<file path="config.mk">
export PLATFORM = sky130hd
export DESIGN_NAME = led_message_scroller_flat
export DESIGN_NICKNAME = d
export VERILOG_FILES = /design/src/rtl/led_pkg.sv /design/src/rtl/led_message_scroller_if.sv /design/src/rtl/led_message_scroller_btn_debouncer.sv /design/src/rtl/led_message_scroller.sv /design/src/flat_wrapper.sv
export SDC_FILE = /design/constraint.sdc
export NUM_CORES = 1
export LEC_CHECK = 0
export BUFFER_PORTS_ARGS = -buffer_cell sky130_fd_sc_hd__buf_2
export CAP_MARGIN = 10
export CORE_ASPECT_RATIO = 2
export CORE_MARGIN = 8
export CORE_UTILIZATION = 28
export DETAILED_ROUTE_END_ITERATION = 16
export GPL_TIMING_DRIVEN = 0
export SYNTH_ARGS = -nofsm -noshare
export SYNTH_HDL_FRONTEND = slang
export SYNTH_SLANG_ARGS = --single-unit
export TNS_END_PERCENT = 30
</file>
<file path="constraint.sdc">
create_clock -name clk -period 2.9 [get_ports clk]
set_clock_uncertainty 0.15 [all_clocks]
set_input_delay 0.145 -clock clk [delete_from_list [all_inputs] [get_ports clk]]
set_output_delay 0.145 -clock clk [all_outputs]
set_load 0.01 [all_outputs]
</file>
<file path="src/rtl/led_pkg.sv">
// led_pkg: shared constants and message ROM for the LED scroller.
// The message nibbles double as glyph indices for the LED decoder.
package led_pkg;

   localparam int MSG_LEN = 16;
   localparam int POS_W   = $clog2(MSG_LEN);

   // Default message: nibble value equals its index, repeating every 16.
   function automatic logic [3:0] msg_nibble(input int unsigned idx);
      return 4'(idx % 16);
   endfunction

endpackage

</file>
<file path="src/rtl/led_message_scroller_if.sv">
// led_message_scroller_if: button/mode inputs and the scrolled
// window outputs between the scroller and its neighbours.
interface led_message_scroller_if
   import led_pkg::*;
#(
   parameter int IF_POS_W = POS_W
);

   logic                btn;
   logic                mode;
   logic [3:0]          char3;
   logic [3:0]          char2;
   logic [3:0]          char1;
   logic [3:0]          char0;
   logic [IF_POS_W-1:0] pos;
   logic                step_pulse;

   modport master (
      output btn, mode,
      input  char3, char2, char1, char0, pos, step_pulse
   );

   modport slave (
      input  btn, mode,
      output char3, char2, char1, char0, pos, step_pulse
   );

endinterface

</file>
<file path="src/rtl/led_message_scroller_btn_debouncer.sv">
// btn_debouncer: 2-flop synchronizer, stable-level debouncer and
// a registered one-cycle pulse on each accepted press.
module btn_debouncer #(
   parameter int DEBOUNCE_CYCLES = 1000000
) (
   input  logic clk,
   input  logic reset,
   input  logic btn,
   output logic press
);

   localparam int            CW      = $clog2(DEBOUNCE_CYCLES);
   localparam logic [CW-1:0] CNT_MAX = CW'(DEBOUNCE_CYCLES - 1);

   logic          sync1_q;
   logic          sync2_q;
   logic          level_q, level_d;
   logic          press_q, press_d;
   logic [CW-1:0] cnt_q, cnt_d;

   // Synchronizer, debounced level, mismatch counter and press flop.
   always_ff @(posedge clk or negedge reset) begin
      if (!reset) begin
         sync1_q <= 1'b0;
         sync2_q <= 1'b0;
         level_q <= 1'b0;
         cnt_q   <= '0;
         press_q <= 1'b0;
      end else begin
         sync1_q <= btn;
         sync2_q <= sync1_q;
         level_q <= level_d;
         cnt_q   <= cnt_d;
         press_q <= press_d;
      end
   end

   // Count cycles of disagreement; accept the new level once it has held.
   always_comb begin
      cnt_d   = '0;
      level_d = level_q;
      if (sync2_q != level_q) begin
         if (cnt_q == CNT_MAX) begin
            level_d = sync2_q;
         end else begin
            cnt_d = cnt_q + CW'(1);
         end
      end
      press_d = level_d & ~level_q;
   end

   assign press = press_q;

endmodule

</file>
<file path="src/rtl/led_message_scroller.sv">
// led_message_scroller: four-nibble window over a fixed message,
// stepped by a scroll timer (auto) or a debounced button (manual).
module led_message_scroller
   import led_pkg::*;
#(
   parameter int MSG_LEN         = led_pkg::MSG_LEN,
   parameter int SCROLL_DIV      = 50000000,
   parameter int DEBOUNCE_CYCLES = 1000000
) (
   input logic                   clk,
   input logic                   reset,
   led_message_scroller_if.slave bus
);

   localparam int            PW   = $clog2(MSG_LEN);
   localparam int            TW   = $clog2(SCROLL_DIV);
   localparam logic [TW-1:0] TMAX = TW'(SCROLL_DIV - 1);

   logic [TW-1:0] tmr_q, tmr_d;
   logic [PW-1:0] pos_q, pos_d;
   logic [3:0]    win_q [4];
   logic [3:0]    win_d [4];
   logic [PW-1:0] idx;
   logic          step_q, step_d;
   logic          press;
   logic          tick;
   logic          adv;

   btn_debouncer #(
      .DEBOUNCE_CYCLES(DEBOUNCE_CYCLES)
   ) u_deb (
      .clk   (clk),
      .reset (reset),
      .btn   (bus.btn),
      .press (press)
   );

   // Scroll timer: free-runs in auto mode, parked at zero in manual.
   always_comb begin
      tmr_d = '0;
      tick  = 1'b0;
      if (!bus.mode) begin
         tick  = (tmr_q == TMAX);
         tmr_d = tick ? '0 : tmr_q + TW'(1);
      end
   end

   // Advance: new start index and all four nibbles move together.
   always_comb begin
      adv    = bus.mode ? press : tick;
      pos_d  = pos_q;
      win_d  = win_q;
      idx    = '0;
      step_d = adv;
      if (adv) begin
         pos_d = pos_q + PW'(1);
         for (int k = 0; k < 4; k++) begin
            idx      = pos_d + PW'(k);
            win_d[k] = msg_nibble(32'(idx));
         end
      end
   end

   // Timer, position, window and step strobe registers.
   always_ff @(posedge clk or negedge reset) begin
      if (!reset) begin
         tmr_q  <= '0;
         pos_q  <= '0;
         step_q <= 1'b0;
         for (int k = 0; k < 4; k++) begin
            win_q[k] <= msg_nibble(k);
         end
      end else begin
         tmr_q  <= tmr_d;
         pos_q  <= pos_d;
         step_q <= step_d;
         win_q  <= win_d;
      end
   end

   assign bus.char3      = win_q[0];
   assign bus.char2      = win_q[1];
   assign bus.char1      = win_q[2];
   assign bus.char0      = win_q[3];
   assign bus.pos        = pos_q;
   assign bus.step_pulse = step_q;

endmodule
</file>
<file path="src/flat_wrapper.sv">
// flat-port wrapper written by rule: the top's interface ports become plain ports
module led_message_scroller_flat import led_pkg::*;
#(
   parameter int MSG_LEN         = led_pkg::MSG_LEN,
   parameter int SCROLL_DIV      = 50000000,
   parameter int DEBOUNCE_CYCLES = 1000000
)
  (clk, reset, bus_btn, bus_mode, bus_char3, bus_char2, bus_char1, bus_char0, bus_pos, bus_step_pulse);
  led_message_scroller_if bus_i ();
  input logic clk;
  input logic reset;
  input wire logic [$bits(bus_i.btn)-1:0] bus_btn;
  input wire logic [$bits(bus_i.mode)-1:0] bus_mode;
  output wire logic [$bits(bus_i.char3)-1:0] bus_char3;
  output wire logic [$bits(bus_i.char2)-1:0] bus_char2;
  output wire logic [$bits(bus_i.char1)-1:0] bus_char1;
  output wire logic [$bits(bus_i.char0)-1:0] bus_char0;
  output wire logic [$bits(bus_i.pos)-1:0] bus_pos;
  output wire logic [$bits(bus_i.step_pulse)-1:0] bus_step_pulse;
  assign bus_i.btn = bus_btn;
  assign bus_i.mode = bus_mode;
  assign bus_char3 = bus_i.char3;
  assign bus_char2 = bus_i.char2;
  assign bus_char1 = bus_i.char1;
  assign bus_char0 = bus_i.char0;
  assign bus_pos = bus_i.pos;
  assign bus_step_pulse = bus_i.step_pulse;
  led_message_scroller #(.MSG_LEN(MSG_LEN), .SCROLL_DIV(SCROLL_DIV), .DEBOUNCE_CYCLES(DEBOUNCE_CYCLES)) u_core (.clk(clk), .reset(reset), .bus(bus_i));
endmodule
</file>
==> metrics.csv, run 1 <==
stage,metric,value,unit
outcome,status,"complete, no violations",
setup_path,CP required,2.95,ns
grt,grt ovf,0,
setup_path,Top delay family on crit path,buffers and inverters,
synthesis,synthesized net count,334,
die,Site Rows,56,
clock_tree,CTS tree,yes,
die,Initial Util,28.6,%
clock_tree,Post-CTS Resized,0,
sta,unrepaired setup endpoints after global routing,no,
setup_path,Worst Path Buf+Inv,2,
clock_tree,CTS root buf,clkbuf_16,
synthesis,"Seq/Total Area, Yosys",49.0,%
cells_and_area,fraction of layout cells with a size suffix above 1,20.4,%
grt,GRT Util Overall,9.87,%
clock_tree,Longest Clk Path Bufs,2,
grt,first-pass GRT wire length,12.3,mm
synthesis,asr flop ratio synth,100,%
detailed_routing,Via density,4.95,
clock_tree,Clock Latency Late Sink,0.33,ns
worst_hold_path,hold depth,0,
clock_tree,clock-pin transition on the worst setup and hold timing paths,0.06,ns
cells_and_area,synth-to-layout area growth,19.6,%
cells_and_area,most frequent cells in the layout,"dfrtp_1 (62), nor2_1 (33), buf_2 (26)",
setup_path,type of the worst setup path,reg -> reg,
sta,Rel. slew slack,44.4,%
setup_path,Worst Path Arrival,2.57,ns
die,Die X,93.1,µm
synthesis,Cell variety after synth,47,
sta,final setup violation count,0,
clock_tree,H-tree levels,3,
sta,Final Hold Fails,0,
setup_path,slowest CP cell,o21bai_1,
die,die height,170,µm
job,MaxCap Viol Count,0,
sta,Final TNS setup,0,ns
worst_hold_path,Hold Path Class,reg -> reg,
synthesis,Cells after Synth,324,
detailed_routing,TritonRoute pass-1 iters,4,
synthesis,"EDFF count, synth",0,
grt,initial antenna violation count,0,
detailed_routing,DRT Wirelength,7.19,mm
pwr,Leak,0.00171,µW
setup_path,R2R cell count,7,
detailed_routing,routed vias,2535,
setup_path,launching element type of the critical path,register,
setup_path,CP Depth,7,
synthesis,synth warn,0,
sta,fmax,0.397,GHz
detailed_routing,DRC Markers,0,
die,CORE AREA,11600,µm²
pwr,Pwr Density,535,nW/µm²
setup_path,CP endpoint kind,register,
detailed_routing,Final ANT Viol Nets,0,
sta,final hold slack,0.210,ns
cells_and_area,"commonest non-fill, non-tap cell in the layout",dfrtp_1,
setup_path,Worst path max stage delay,0.53,ns
sta,Tmin final,2.52,ns
placement,DP HPWL,5.33,mm
die,die area,15800,µm²
synthesis,Mean Syn Cell Area,10.3,µm²
setup_path,"Critical Path, Cell by Cell",ha_1 -> and4_1 -> clkbuf_1 -> nand4_1 -> o21bai_1 -> buf_2 -> nor2_1,
sta,worst slew pin tran,0.834,ns
cells_and_area,Antenna diodes,0,
clock_tree,clk sinks,65,
sta,Final Max Tran Viols,0,
pwr,Worst VDD drop,261,µV
die,I/O Pins,25,
grt,largest net degree at the start of global routing,66,
synthesis,top cell type's share of synthesized area,46.6,%
synthesis,Seq cells post-synth,65,
detailed_routing,initial DRC count,79,
synthesis,Post-Syn Area,3330,µm²
grt,vias in the first global route,2627,
synthesis,Area contributors post-synth,"dfrtp_1 (47%), xor2_1 (4.7%), xnor2_1 (4.5%)",
clock_tree,CTS buffer count,9,
synthesis,top_reg_cell synth,dfrtp_1,
cells_and_area,Final #Nets,372,
synthesis,post-synth top area cell,dfrtp_1,
placement,PortBufs,24,
sta,share of the clock period used by the worst path,86.9,%
setup_path,critical path peak fanout,10,
detailed_routing,WL/cell,14.0,µm
placement,GP Congestion,0.876,
==> through the flow <==
stage | cells | util, % | setup WS, ns | total power [µW] | cell area [µm²]
2_1_floorplan | 324 | - | 0.723 | 963 | 3330
3_3_place_gp | 493 | 31.2 | 0.294 | 993 | 3630
3_5_place_dp | 493 | 31.2 | 0.304 | 995 | 3630
5_1_grt | 512 | 34.2 | 0.152 | 2200 | 3980
4_1_cts | 512 | 34.2 | 0.288 | 2160 | 3980
6_report | 512 | 34.2 | 0.380 | 2130 | 3980
==> where the power goes <==
group	internal (µW)	switching [µW]
clock	751	397
combinational	15.3	40.7
sequential	916	8.13
total	1680	446
==> repair_timing <==
action	in CTS	in global routing
buffers inserted	0	0
hold endpoints to repair	64	0
hold buffers	3	0
==> registers in the layout (all words and copies together), names as in the netlist <==
name and cells:
u_core.u_deb.sync1_q 1, u_core.tmr_q 26, u_core.u_deb.sync2_q 1, u_core.bus.char1 4
u_core.u_deb.press 1, u_core.bus.pos 3, u_core.u_deb.cnt_q 20, u_core.bus.step_pulse 1
u_core.bus.char0 4, u_core.bus.char2 3, u_core.u_deb.level_q 1
==> path summary, 6_finish.rpt <==
check	startpoint	endpoint	slack, ns
max reg2reg	u_core.tmr_q[0]	u_core.tmr_q[4]	0.38
min reg2reg	u_core.u_deb.sync1_q	u_core.u_deb.sync2_q	0.21
min in group asynchronous	reset	u_core.tmr_q[17]	0.29
max	u_core.tmr_q[0]	u_core.tmr_q[4]	0.38
max in group asynchronous	reset	u_core.u_deb.cnt_q[7]	1.72
min	u_core.u_deb.sync1_q	u_core.u_deb.sync2_q	0.21
==> routing by layer <==
metal  vias up  global-route usage [%]  routed length [µm]
met3        12                    2.12                 235
met4         0                    5.79                 167
met1      1257                    8.68                2610
li1       1238                       -                   -
met5         -                       0                   0
met2        28                    19.4                4180
==> layout make-up <==
type                    instances  area (µm²)
clock inverters                 7        93.8
repair buffers                 27         153
multi-input cells             234        1570
clock buffers                   9         225
inverters                       8        30.0
plain buffers                  17         103
flip-flops and latches         65        1630
fillers                      1198        7650
well taps                     145         181
==> synthesized netlist by cell type (6+ instances only) <==
cell and n:
dfrtp_1 62, nor2_1 33, nand2_1 21, xor2_1 18, nand3_1 17, xnor2_1 17
a21oi_1 16, nand4_1 16, mux2_2 10, o21ai_0 10, or3_1 8, buf_4 7
inv_1 7, o31ai_1 7, or4_1 7, and4_1 6, ha_1 6, nor4_1 6
==> logic make-up after synthesis <==
| kind of cell | after synthesis | synth area share [%] |
|---|---|---|
| simple gates | 141 | 24.0 |
| flops | 65 | 49.0 |
| compound gates | 40 | 7.56 |
| xor+xnor | 35 | 9.21 |
| buf+inv | 25 | 3.98 |
| mux | 12 | 3.99 |
| fa+ha+maj | 6 | 2.26 |
(Power assumes the default switching activity.)
==> run 2, diff against run 1 <==
- RECOVER_POWER: not set -> 50
==> metrics.csv, run 2 (synthesis results as in run 1) <==
stage,metric,value,unit
outcome,status,"finished, violations left",
outcome,failing checks,"capacitance limit, slew limit",
detailed_routing,routed vias,2533,
sta,fmax,0.395,GHz
detailed_routing,Via density,4.95,
clock_tree,Post-CTS Setup Bufs,0,
setup_path,CP endpoint kind,register,
setup_path,Worst Path Buf+Inv,1,
clock_tree,Longest Clk Path Bufs,2,
cells_and_area,Finished Layout Cells,512,
setup_path,launching element type of the critical path,register,
grt,first-pass GRT wire length,12.3,mm
sta,final setup violation count,0,
pwr,switching power,446,µW
clock_tree,CTS tree,yes,
setup_path,slowest CP cell,nor4b_1,
sta,Final Hold Fails,0,
setup_path,CP required,2.95,ns
die,Site Rows,56,
sta,Rel. slew slack,-7.17,%
setup_path,Top delay family on crit path,simple AND/OR/NAND/NOR gates,
cells_and_area,"commonest non-fill, non-tap cell in the layout",dfrtp_1,
cells_and_area,fillers,1206,
sta,Final WS setup,0.371,ns
sta,Final TNS setup,0,ns
worst_hold_path,Hold Path Class,reg -> reg,
placement,DP HPWL,5.33,mm
placement,PortBufs,24,
setup_path,Worst path max stage delay,0.58,ns
grt,GRT Util Overall,9.87,%
sta,Final Max Tran Viols,66,
setup_path,type of the worst setup path,reg -> reg,
grt,grt ovf,0,
cells_and_area,Largest Register,u_core.tmr_q,
grt,largest net degree at the start of global routing,66,
cells_and_area,max reg flops,26,
grt,vias in the first global route,2627,
cells_and_area,most frequent cells in the layout,"dfrtp_1 (62), nor2_1 (33), nand2_1 (21)",
detailed_routing,Final ANT Viol Nets,0,
pwr,Pwr Density,537,nW/µm²
die,Die X,93.1,µm
sta,unrepaired setup endpoints after global routing,no,
cells_and_area,Antenna diodes,0,
pwr,total power,2130,µW
sta,share of the clock period used by the worst path,87.2,%
clock_tree,CTS root buf,clkbuf_16,
clock_tree,clk sinks,65,
sta,worst slew pin tran,1.61,ns
cells_and_area,Final Cell Area,3960,µm²
detailed_routing,WL/cell,14.0,µm
grt,initial antenna violation count,0,
die,I/O Pins,25,
setup_path,"Critical Path, Cell by Cell",nor4b_1 -> nand4_1 -> o21bai_1 -> buf_2 -> nor2_1,
setup_path,critical path peak fanout,10,
pwr,Flop pwr share,43.4,%
placement,DP Area,3630,µm²
clock_tree,H-tree levels,3,
die,CORE AREA,11600,µm²
pwr,Clk pwr share,54.0,%
die,die height,170,µm
detailed_routing,initial DRC count,79,
setup_path,Worst Path Arrival,2.58,ns
die,Initial Util,28.6,%
cells_and_area,Final #Nets,372,
placement,GP Congestion,0.876,
die,die area,15800,µm²
detailed_routing,DRC Markers,0,
clock_tree,hold buffer count at cts,3,
sta,Tmin final,2.53,ns
pwr,Leak,0.00165,µW
pwr,P_int,1680,µW
placement,Placed Cells,493,
pwr,Worst VDD drop,262,µV
clock_tree,Clock Latency Late Sink,0.33,ns
job,MaxCap Viol Count,1,
pwr,Switching Fraction,21.0,%
clock_tree,CTS buffer count,9,
clock_tree,Post-CTS Resized,0,
cells_and_area,fraction of layout cells with a size suffix above 1,16.6,%
pwr,combinational power share,2.6,%
clock_tree,clock-pin transition on the worst setup and hold timing paths,0.06,ns
cells_and_area,synth-to-layout area growth,19.0,%
placement,"worst slack, placed",0.304,ns
cells_and_area,Regs by FF count,"u_core.tmr_q x26, u_core.u_deb.cnt_q x20",
detailed_routing,DRT Wirelength,7.19,mm
detailed_routing,TritonRoute pass-1 iters,4,
## run 2: changes by cell type in the layout (fill, tap and decap cells not counted)
| cell | previous run | this run |
|---|---|---|
| buf_4 | 8 | 7 |
| buf_2 | 26 | 12 |
| clkbuf_1 | 5 | 19 |
| clkbuf_2 | 1 | 2 |
## run 2: path summary, 6_finish.rpt
path / slack [ns] / cells past startpoint / from / endpoint
setup / recovery: 0.37 / 5 / u_core.tmr_q[16] / u_core.tmr_q[4]
setup reg to reg: 0.37 / 5 / u_core.tmr_q[16] / u_core.tmr_q[4]
hold reg to reg: 0.21 / 0 / u_core.u_deb.sync1_q / u_core.u_deb.sync2_q
max in group asynchronous: 1.01 / 2 / reset / u_core.u_deb.cnt_q[16]
hold / removal: 0.21 / 0 / u_core.u_deb.sync1_q / u_core.u_deb.sync2_q
min in group asynchronous: 0.59 / 2 / reset / u_core.tmr_q[17]
## run 2: layout make-up
class / count / area, µm² / share of cell area [%]
clock inverter: 7 / 93.8 / 2.37
timing repair buffer: 27 / 133 / 3.35
sequential: 65 / 1630 / 41.2
clock buffer: 9 / 225 / 5.69
buffer: 17 / 103 / 2.59
inverter: 8 / 30.0 / 0.758
tap: 145 / 181 / 4.58
multi-input combinational: 234 / 1570 / 39.5
## run 2: worst reg2reg max path, delay by kind of cell (launching register included)
family | cells | cell delay (ns)
buffers and inverters | 1 | 0.35
flip-flops | 1 | 0.44
AO/OA/AOI/OAI | 1 | 0.55
AND/OR/NAND/NOR | 3 | 0.92
## run 2: power by group through the flow
stage | combinational (µW) | clock, µW | sequential, µW
after floorplan | 24.7 | 0 | 938
after global placement | 53.7 | 0 | 939
after detailed placement | 55.2 | 0 | 940
after CTS | 58.7 | 1180 | 924
after global routing | 64.2 | 1210 | 924
final | 55.3 | 1150 | 924
## run 2: layer usage
metal	up-vias	GRT usage [%]	wire (µm)
met3	12	2.12	223
li1	1241	-	-
met1	1250	8.68	2610
met2	30	19.4	4190
met5	-	0	0
met4	0	5.79	167
## run 2: per-stage QoR
step | util, % | hold slack [ns]
floorplan | - | -0.301
global placement | 31.2 | 0.108
detailed placement | 31.2 | 0.110
CTS | 34.2 | 0.214
global route | 34.1 | 0.210
finish | 34.1 | 0.210
==> run 3, diff against run 2 <==
--- a/config.mk
+++ b/config.mk
@@ -15,2 +15,3 @@
 export RECOVER_POWER = 50
+export SKIP_LAST_GASP = 1
 export SYNTH_ARGS = -nofsm -noshare
==> constraint.sdc (replaced) <==
create_clock -name clk -period 2.9 [get_ports clk]
set_clock_uncertainty 0.15 [all_clocks]
set_input_delay 0.58 -clock clk [delete_from_list [all_inputs] [get_ports clk]]
set_output_delay 0.58 -clock clk [all_outputs]
set_load 0.01 [all_outputs]
==> metrics.csv, run 3 (synthesis results as in run 1) <==
stage,metric,value,unit
outcome,failing checks,"capacitance limit, slew limit",
grt,GRT Util Overall,9.87,%
setup_path,CP endpoint kind,register,
cells_and_area,"commonest non-fill, non-tap cell in the layout",dfrtp_1,
cells_and_area,Largest Register,u_core.tmr_q,
cells_and_area,max reg flops,26,
detailed_routing,DRC Markers,0,
cells_and_area,Final #Nets,369,
pwr,Flop pwr share,43.5,%
die,I/O Pins,25,
outcome,status,"finished, violations left",
sta,share of the clock period used by the worst path,86.8,%
setup_path,Worst Path Buf+Inv,2,
grt,initial antenna violation count,0,
sta,final setup violation count,0,
detailed_routing,WL/cell,14.1,µm
worst_hold_path,hold depth,0,
worst_hold_path,Hold Path Class,reg -> reg,
grt,vias in the first global route,2620,
cells_and_area,Regs by FF count,"u_core.tmr_q x26, u_core.u_deb.cnt_q x20",
pwr,Leak,0.00166,µW
setup_path,type of the worst setup path,reg -> reg,
clock_tree,Clock Latency Late Sink,0.33,ns
placement,DP HPWL,5.33,mm
worst_hold_path,HP Start,u_core.u_deb.sync1_q,
setup_path,Worst path max stage delay,0.57,ns
clock_tree,CTS tree,yes,
grt,grt ovf,0,
detailed_routing,TritonRoute pass-1 iters,4,
clock_tree,hold buffer count at cts,0,
pwr,Switching Fraction,21.0,%
sta,Final Hold Fails,0,
die,CORE AREA,11600,µm²
placement,"worst slack, placed",0.304,ns
die,die height,170,µm
clock_tree,clock-pin transition on the worst setup and hold timing paths,0.06,ns
pwr,P_int,1680,µW
die,Initial Util,28.6,%
cells_and_area,Multi-input gate area,1570,µm²
clock_tree,Post-CTS Setup Bufs,0,
grt,largest net degree at the start of global routing,66,
pwr,switching power,446,µW
pwr,combinational power share,2.5,%
setup_path,"Critical Path, Cell by Cell",nor4b_1 -> nand4_1 -> o31a_1 -> buf_2 -> inv_2 -> mux2_2,
placement,GP Congestion,0.876,
setup_path,launching element type of the critical path,register,
sta,Tmin final,2.52,ns
pwr,Worst VDD drop,262,µV
setup_path,Worst R2R Setup Slack,0.38,ns
sta,Final Max Tran Viols,66,
sta,fmax,0.397,GHz
cells_and_area,fillers,1204,
sta,final hold slack,0.210,ns
setup_path,critical path peak fanout,10,
die,die area,15800,µm²
setup_path,Worst Path Arrival,2.57,ns
clock_tree,clk sinks,65,
clock_tree,Post-CTS Resized,0,
clock_tree,H-tree levels,3,
die,Die X,93.1,µm
detailed_routing,Final ANT Viol Nets,0,
sta,unrepaired setup endpoints after global routing,no,
pwr,Pwr Density,540,nW/µm²
cells_and_area,synth-to-layout area growth,18.3,%
clock_tree,Longest Clk Path Bufs,2,
worst_hold_path,hold path endpoint,u_core.u_deb.sync2_q,
clock_tree,CTS buffer count,9,
setup_path,Reg-to-Reg Start,u_core.tmr_q[16],
grt,first-pass GRT wire length,12.3,mm
cells_and_area,most frequent cells in the layout,"dfrtp_1 (62), nor2_1 (33), nand2_1 (21)",
setup_path,R2R cell count,6,
placement,PortBufs,24,
job,MaxCap Viol Count,1,
detailed_routing,Via density,4.96,
pwr,total power,2130,µW
cells_and_area,fraction of layout cells with a size suffix above 1,18.4,%
sta,Rel. slew slack,-7.62,%
detailed_routing,routed vias,2523,
detailed_routing,initial DRC count,81,
cells_and_area,Antenna diodes,0,
sta,Final TNS setup,0,ns
sta,Final WS setup,0.384,ns
pwr,Clk pwr share,54.1,%
cells_and_area,sequential cell area,1630,µm²
setup_path,slowest CP cell,nor4b_1,
detailed_routing,DRT Wirelength,7.17,mm
setup_path,r2r endpoint,u_core.bus.char0[3],
sta,worst slew pin tran,1.61,ns
setup_path,CP required,2.96,ns
setup_path,Top delay family on crit path,simple AND/OR/NAND/NOR gates,
die,Site Rows,56,
clock_tree,CTS root buf,clkbuf_16,
[run 3: cell count changes in the layout (fill, tap and decap cells not counted), sizes merged]
| cell | previous run | this run |
|---|---|---|
| clkbuf | 30 | 24 |
| dlygate4sd3 | 3 | 0 |
| buf | 20 | 26 |
[run 3: worst max-delay path by stage]
stage,from,end,cells past startpoint
floorplan,u_core.tmr_q[0],u_core.bus.char0[3],8
global placement,u_core.tmr_q[16],u_core.tmr_q[13],5
detailed placement,u_core.tmr_q[16],u_core.tmr_q[16],5
CTS,u_core.tmr_q[16],u_core.tmr_q[4],5
global route,u_core.tmr_q[16],u_core.tmr_q[14],5
finish,u_core.tmr_q[16],u_core.bus.char0[3],6
[run 3: final cells by class]
type,instances,area share (%)
flip-flops and latches,65,41.4
multi-input cells,234,39.7
clock buffers,9,5.72
well taps,145,4.61
repair buffers,24,2.80
plain buffers,17,2.60
clock inverters,7,2.38
inverters,8,0.762
[run 3: per-layer routing]
| layer | vias to the layer above | track usage (%) | wire (µm) |
|---|---|---|---|
| met2 | 30 | 19.4 | 4190 |
| met4 | 0 | 5.79 | 167 |
| li1 | 1235 | - | - |
| met1 | 1246 | 8.60 | 2570 |
| met3 | 12 | 2.21 | 244 |
| met5 | - | 0 | 0 |
[run 3: power groups by stage]
stage	logic (µW)	clock network, µW	registers [µW]
floorplan	24.7	0	938
global placement	53.7	0	939
detailed placement	55.2	0	940
CTS	55.5	1180	924
global route	60.8	1210	924
finish	52.1	1150	924
[run 3: worst reg2reg max path: stages, from the launching register on]
cell and delay [ns]:
dfrtp_1 0.44, nor4b_1 0.57, nand4_1 0.18, o31a_1 0.32, buf_2 0.18, inv_2 0.20
mux2_2 0.36
[run 3: metrics by stage]
| step | instance area [µm²] | instances | utilization, % |
|---|---|---|---|
| finish | 3940 | 509 | 33.9 |
| global route | 3940 | 509 | 33.9 |
| CTS | 3950 | 509 | 34.0 |
| detailed placement | 3630 | 493 | 31.2 |
| global placement | 3630 | 493 | 31.2 |
| floorplan | 3330 | 324 | - |
